==> config.mk <==
export PLATFORM = sky130hd
export DESIGN_NAME = alu_operand_stage
export DESIGN_NICKNAME = d
export VERILOG_FILES = /design/src/rtl/alu_operand_stage.sv
export SDC_FILE = /design/constraint.sdc
export NUM_CORES = 1
export LEC_CHECK = 0
export CAP_MARGIN = 20
export CORE_MARGIN = 5
export CORE_UTILIZATION = 41
export CTS_CLUSTER_SIZE = 40
export DETAILED_ROUTE_END_ITERATION = 6
export GPL_TIMING_DRIVEN = 0
export HOLD_SLACK_MARGIN = 0.12
export PLACE_DENSITY = 0.83
export SLEW_MARGIN = 25
export SYNTH_ARGS = -nofsm -noshare
export SYNTH_HDL_FRONTEND = slang
export SYNTH_SLANG_ARGS = --single-unit
==> constraint.sdc <==
create_clock -name clk -period 2.3 [get_ports clk]
set_clock_uncertainty 0.05 [all_clocks]
set_input_delay 0.46 -clock clk [delete_from_list [all_inputs] [get_ports clk]]
set_output_delay 0.46 -clock clk [all_outputs]
set_load 0.01 [all_outputs]
==> src/rtl/alu_operand_stage.sv <==
// ID/EX pipeline register in front of the ALU: decodes RV32I opcode/funct
// fields into an ALU select, picks and forwards operands, and holds them
// behind a single-entry valid/ready handshake with a flush for redirects.
module alu_operand_stage #(
    parameter int          XLEN      = 32,
    parameter logic [3:0]  RESET_SEL = 4'b0000
) (
    input  logic            clk,
    input  logic            rst,
    input  logic            in_valid,
    output logic            in_ready,
    input  logic [6:0]      opcode,
    input  logic [2:0]      funct3,
    input  logic            funct7_5,
    input  logic [4:0]      rs1_addr,
    input  logic [4:0]      rs2_addr,
    input  logic [4:0]      rd_addr,
    input  logic [XLEN-1:0] rs1_data,
    input  logic [XLEN-1:0] rs2_data,
    input  logic [XLEN-1:0] imm,
    input  logic [XLEN-1:0] pc,
    input  logic            exm_wr_en,
    input  logic [4:0]      exm_rd,
    input  logic [XLEN-1:0] exm_data,
    input  logic            mwb_wr_en,
    input  logic [4:0]      mwb_rd,
    input  logic [XLEN-1:0] mwb_data,
    input  logic            flush,
    output logic            out_valid,
    input  logic            out_ready,
    output logic [XLEN-1:0] alu_a,
    output logic [XLEN-1:0] alu_b,
    output logic [3:0]      alu_sel,
    output logic [4:0]      out_rd,
    output logic            out_br_inv,
    output logic            out_illegal
);

    localparam logic [6:0] OPC_OP     = 7'b0110011;
    localparam logic [6:0] OPC_OP_IMM = 7'b0010011;
    localparam logic [6:0] OPC_LUI    = 7'b0110111;
    localparam logic [6:0] OPC_AUIPC  = 7'b0010111;
    localparam logic [6:0] OPC_LOAD   = 7'b0000011;
    localparam logic [6:0] OPC_STORE  = 7'b0100011;
    localparam logic [6:0] OPC_BRANCH = 7'b1100011;
    localparam logic [6:0] OPC_JAL    = 7'b1101111;
    localparam logic [6:0] OPC_JALR   = 7'b1100111;

    localparam logic [3:0] SEL_ADD   = 4'b0000;
    localparam logic [3:0] SEL_SLT   = 4'b0010;
    localparam logic [3:0] SEL_SLTU  = 4'b0011;
    localparam logic [3:0] SEL_EQ    = 4'b1010;
    localparam logic [3:0] SEL_PASSB = 4'b1111;

    logic            valid_q, valid_d;
    logic [XLEN-1:0] alu_a_q, alu_a_d;
    logic [XLEN-1:0] alu_b_q, alu_b_d;
    logic [3:0]      alu_sel_q, alu_sel_d;
    logic [4:0]      out_rd_q, out_rd_d;
    logic            br_inv_q, br_inv_d;
    logic            illegal_q, illegal_d;

    logic            xfer;
    logic [XLEN-1:0] src1, src2;

    // Forwarded value of one source register; x0 always reads zero, and the
    // younger EX/MEM result takes priority over MEM/WB.
    function automatic logic [XLEN-1:0] fwd(input logic [4:0]      addr,
                                            input logic [XLEN-1:0] rf_data);
        if (addr == 5'd0)                        return '0;
        else if (exm_wr_en && exm_rd == addr)    return exm_data;
        else if (mwb_wr_en && mwb_rd == addr)    return mwb_data;
        else                                     return rf_data;
    endfunction

    assign in_ready = !valid_q || out_ready;
    assign xfer     = in_valid && in_ready;
    assign src1     = fwd(rs1_addr, rs1_data);
    assign src2     = fwd(rs2_addr, rs2_data);

    // Decode the incoming instruction into ALU select and operand choices.
    always_comb begin
        // NOTE: every output gets a default first so no path leaves one
        // unassigned, which would otherwise infer a latch.
        alu_sel_d = RESET_SEL;
        alu_a_d   = '0;
        alu_b_d   = '0;
        out_rd_d  = rd_addr;
        br_inv_d  = 1'b0;
        illegal_d = 1'b0;
        unique case (opcode)
            OPC_OP: begin
                alu_sel_d = {funct7_5 & (funct3 == 3'b000 || funct3 == 3'b101), funct3};
                alu_a_d   = src1;
                alu_b_d   = src2;
            end
            OPC_OP_IMM: begin
                alu_sel_d = {funct7_5 & (funct3 == 3'b101), funct3};
                alu_a_d   = src1;
                alu_b_d   = imm;
            end
            OPC_LUI: begin
                alu_sel_d = SEL_PASSB;
                alu_b_d   = imm;
            end
            OPC_AUIPC: begin
                alu_sel_d = SEL_ADD;
                alu_a_d   = pc;
                alu_b_d   = imm;
            end
            OPC_LOAD, OPC_STORE: begin
                alu_sel_d = SEL_ADD;
                alu_a_d   = src1;
                alu_b_d   = imm;
                if (opcode == OPC_STORE) out_rd_d = 5'd0;
            end
            OPC_BRANCH: begin
                alu_a_d  = src1;
                alu_b_d  = src2;
                out_rd_d = 5'd0;
                br_inv_d = funct3[0];
                unique case (funct3[2:1])
                    2'b00:   alu_sel_d = SEL_EQ;
                    2'b10:   alu_sel_d = SEL_SLT;
                    2'b11:   alu_sel_d = SEL_SLTU;
                    default: illegal_d = 1'b1;
                endcase
            end
            OPC_JAL, OPC_JALR: begin
                alu_sel_d = SEL_ADD;
                alu_a_d   = pc;
                alu_b_d   = XLEN'(4);
            end
            default: begin
                out_rd_d  = 5'd0;
                illegal_d = 1'b1;
            end
        endcase
    end

    // Next-state of the valid flag: flush beats a transfer, a consumed entry
    // without a replacement empties the stage.
    always_comb begin
        valid_d = valid_q;
        if (flush)          valid_d = 1'b0;
        else if (xfer)      valid_d = 1'b1;
        else if (out_ready) valid_d = 1'b0;
    end

    // Pipeline registers: reset clears everything, a transfer loads the data.
    always_ff @(posedge clk) begin
        // NOTE: state is updated with non-blocking assignments so every
        // register samples pre-edge values regardless of statement order.
        if (rst) begin
            valid_q   <= 1'b0;
            alu_a_q   <= '0;
            alu_b_q   <= '0;
            alu_sel_q <= RESET_SEL;
            out_rd_q  <= 5'd0;
            br_inv_q  <= 1'b0;
            illegal_q <= 1'b0;
        end else begin
            valid_q <= valid_d;
            if (xfer && !flush) begin
                alu_a_q   <= alu_a_d;
                alu_b_q   <= alu_b_d;
                alu_sel_q <= alu_sel_d;
                out_rd_q  <= out_rd_d;
                br_inv_q  <= br_inv_d;
                illegal_q <= illegal_d;
            end
        end
    end

    assign out_valid   = valid_q;
    assign alu_a       = alu_a_q;
    assign alu_b       = alu_b_q;
    assign alu_sel     = alu_sel_q;
    assign out_rd      = out_rd_q;
    assign out_br_inv  = br_inv_q;
    assign out_illegal = illegal_q;

endmodule

==> impl_metrics.env <==
export IMPL_irDropWorstVdd_uv=365
export IMPL_synthFlopType="dfxtp_1"
export IMPL_drt_iter0_drc=748
export IMPL_multiInputGateArea_sq_um=4060
export IMPL_final_period_utilization_pct=98.7
export IMPL_max_freq_mhz=441
export IMPL_core_sq_um=14000
export IMPL_synth_fa_ha_area_share_pct=0
export IMPL_syn_nets=984
export IMPL_grt_pass1_vias=7485
export IMPL_syn_area_per_cell_sq_um=7.88
export IMPL_synth_seq_area_share_pct=25.8
export IMPL_antenna_left=0
export IMPL_final_max_slew_viol_count=0
export IMPL_worst_path_max_fanout=10
export IMPL_fin_setup_tns_ps=0
export IMPL_async_reset_ff_share_pct=0
export IMPL_relSlewSlack_pct=46.5
export IMPL_required_ps=2460
export IMPL_num_nets_final=1314
export IMPL_io_pins=312
export IMPL_min_path_cells=2
export IMPL_rows=43
export IMPL_synth_edff_count=0
export IMPL_place_congestion=0.944
export IMPL_cap_violations=0
export IMPL_die_height_microns=130
export IMPL_cts_tree="done"
export IMPL_cp_start_kind="primary input"
export IMPL_final_common_cell="clkdlybuf4s50_1"
export IMPL_startpoint="mwb_rd[4]"
export IMPL_synth_top_cell_by_area="dfxtp_1"
export IMPL_seq_area_sq_um=1520
export IMPL_crit_arrival_ps=2430
export IMPL_hp_class="reg2reg"
export IMPL_p_leak_nw=3.69
export IMPL_synth_compound_area_share_pct=36.7
export IMPL_synth_cell_types=45
export IMPL_yosysWarnings=0
export IMPL_vias=7684
export IMPL_root_buffer="clkbuf_16"
export IMPL_cts_sinks=76
export IMPL_fp_dieW_microns=130
export IMPL_synth_top_area_share_pct=25.8
export IMPL_r2r_start="out_valid"
export IMPL_port_buffer_count=310
export IMPL_p_sw_share_pct=28.8
export IMPL_htreeDepth=3
export IMPL_power_density_nw_per_um2=416
export IMPL_start_util_pct=42.2
export IMPL_synth_xor_area_share_pct=2.67
export IMPL_muxShareOfSynthArea_pct=0
export IMPL_run_status="complete, no violations"
export IMPL_drive_above_1_share_pct=12.4
export IMPL_worstSetupEndpointType="register"
export IMPL_setup_viol=0
export IMPL_timing_rr_end="alu_b[25]"
export IMPL_synth_ff_latch_count=76
export IMPL_syn_to_final_growth_pct=69.6
export IMPL_placed_area_sq_um=9230
export IMPL_syn_inst=749
export IMPL_viasPerCell=6.07
export IMPL_p_clk_share_pct=38.1
export IMPL_p_comb_share_pct=28.7
export IMPL_cts_buffers=9
export IMPL_tightest_slew_ps=803
export IMPL_yosys_area_share_simple_pct=26.2
export IMPL_synth_top_family_by_area="compound AO/OA/AOI/OAI gates"
export IMPL_hold_viol=0
export IMPL_intPower_mw=2.97
export IMPL_hold_path_end="out_br_inv"
export IMPL_overflow=0
export IMPL_period_needed_ps=2270
export IMPL_synthTopCellsByArea="dfxtp_1, o311ai_1, nand3b_1"
export IMPL_clk_pin_slew_ps=60
export IMPL_finalWirelength_microns=28700
export IMPL_hold_worst_slack_ps=418
export IMPL_avgRoutedWirePerCell_microns=22.7
export IMPL_p_switching_mw=1.20
export IMPL_nFillCells=1128
export IMPL_clk_path_buf_depth=2
export IMPL_netlist_area_sq_um=5900
export IMPL_die_area_sq_um=16900
export IMPL_pwr_share_seq_pct=33.1
export IMPL_antenna_found_initial=2
export IMPL_ff2ff_path_depth=6
export IMPL_worstHoldStart="out_br_inv"
export IMPL_globalRouteTotalUtil_pct=32.0
export IMPL_path_class="in2reg"
export IMPL_finish_instance_area_sq_um=10000
export IMPL_grt_max_degree=13
export IMPL_drc=0
export IMPL_holdBufCountCts=0
export IMPL_layout_common_cells="clkdlybuf4s50_1, dfxtp_1, nand3b_1, a21boi_0, o311ai_1"
export IMPL_place_hpwl_microns=21600
export IMPL_grt_pass1_wl_microns=41800
export IMPL_reg2reg_slack_ps=270
export IMPL_drt_pass1_iter_count=7
export IMPL_clk_latency_ps=340
[state kept, by name, indices dropped and copies added, names as in the netlist]
| signal | count |
|---|---|
| alu_sel | 4 |
| out_rd | 5 |
| alu_a | 32 |
| out_illegal | 1 |
| out_valid | 1 |
| out_br_inv | 1 |
| alu_b | 32 |
[stage by stage]
| step | setup slack (ps) | power [mW] | utilization [%] | std cells |
|---|---|---|---|---|
| after floorplan | 382 | 1.83 | - | 749 |
| after global placement | -706 | 2.51 | 66.0 | 1239 |
| after detailed placement | -731 | 2.51 | 66.0 | 1239 |
| after CTS | -22.7 | 4.12 | 69.7 | 1263 |
| after global routing | -18.8 | 4.31 | 71.6 | 1266 |
| final | 30.0 | 4.17 | 71.6 | 1266 |
[power groups by stage]
stage / Sequential, mW / Combinational, mW / Clock (mW)
finish: 1.38 / 1.20 / 1.59
global route: 1.38 / 1.27 / 1.66
CTS: 1.38 / 1.14 / 1.60
detailed placement: 1.41 / 1.10 / 0
global placement: 1.41 / 1.10 / 0
floorplan: 1.43 / 0.409 / 0
[per-layer routing]
metal,track usage [%],share of wire [%]
met4,12.5,3.6
met3,9.62,11
met5,0,0
met1,38.3,38
met2,54.1,48
[cell usage after synthesis, types with 2 or more instances]
cell type,instances
a211oi_2,3
nor3b_1,2
and2_1,5
a21boi_1,5
a22oi_1,5
a21oi_1,34
o311ai_1,62
dfxtp_1,76
or4_1,3
and4_1,32
xor2_1,15
a311oi_1,2
nand2b_1,3
a21boi_0,58
o311ai_0,2
nand2_1,36
and3_1,33
nor4_4,3
xnor2_1,3
buf_2,24
a31oi_1,34
inv_1,40
nor2_1,50
a211oi_1,35
o21ai_0,2
nand3b_1,66
o21a_1,2
a222oi_1,2
a32oi_1,2
a221oi_1,32
clkbuf_1,63
nor2b_1,2
[layout make-up]
class | instances | share of cell area [%]
plain buffers | 82 | 4.86
repair buffers | 325 | 32.4
well taps | 180 | 2.25
flip-flops and latches | 76 | 15.2
clock buffers | 12 | 2.46
diodes | 2 | 0.0500
multi-input cells | 545 | 40.5
clock inverters | 4 | 0.725
inverters | 40 | 1.50
[critical path, cell delays in order]
cell and delay (ps):
clkdlybuf4s50_1 520, nand2b_1 120, o2111a_1 160, buf_2 250
clkbuf_2 270, a31oi_1 150, o311ai_2 380, a211oi_2 120
[worst max path at each step]
| stage | to | cells after the start |
|---|---|---|
| 2_1_floorplan | alu_b[3] | 6 |
| 3_3_place_gp | alu_b[4] | 7 |
| 3_5_place_dp | alu_b[4] | 7 |
| 4_1_cts | alu_b[4] | 8 |
| 5_1_grt | alu_a[10] | 8 |
| 6_report | alu_a[10] | 8 |
[cell families after synthesis]
logic type,Yosys count
AOI/OAI and AO/OA,285
xor gates and xnor gates,18
buffers and inverters,128
DFF,76
and+or+nand+nor,242
[repair_timing]
item / in CTS / in global routing
resized for setup: 49 / 120
gates cloned: 0 / 1
pin swaps: 6 / 30
buffers inserted: 11 / 3
setup endpoints to repair: 64 / 66
(Power assumes the default switching activity.)
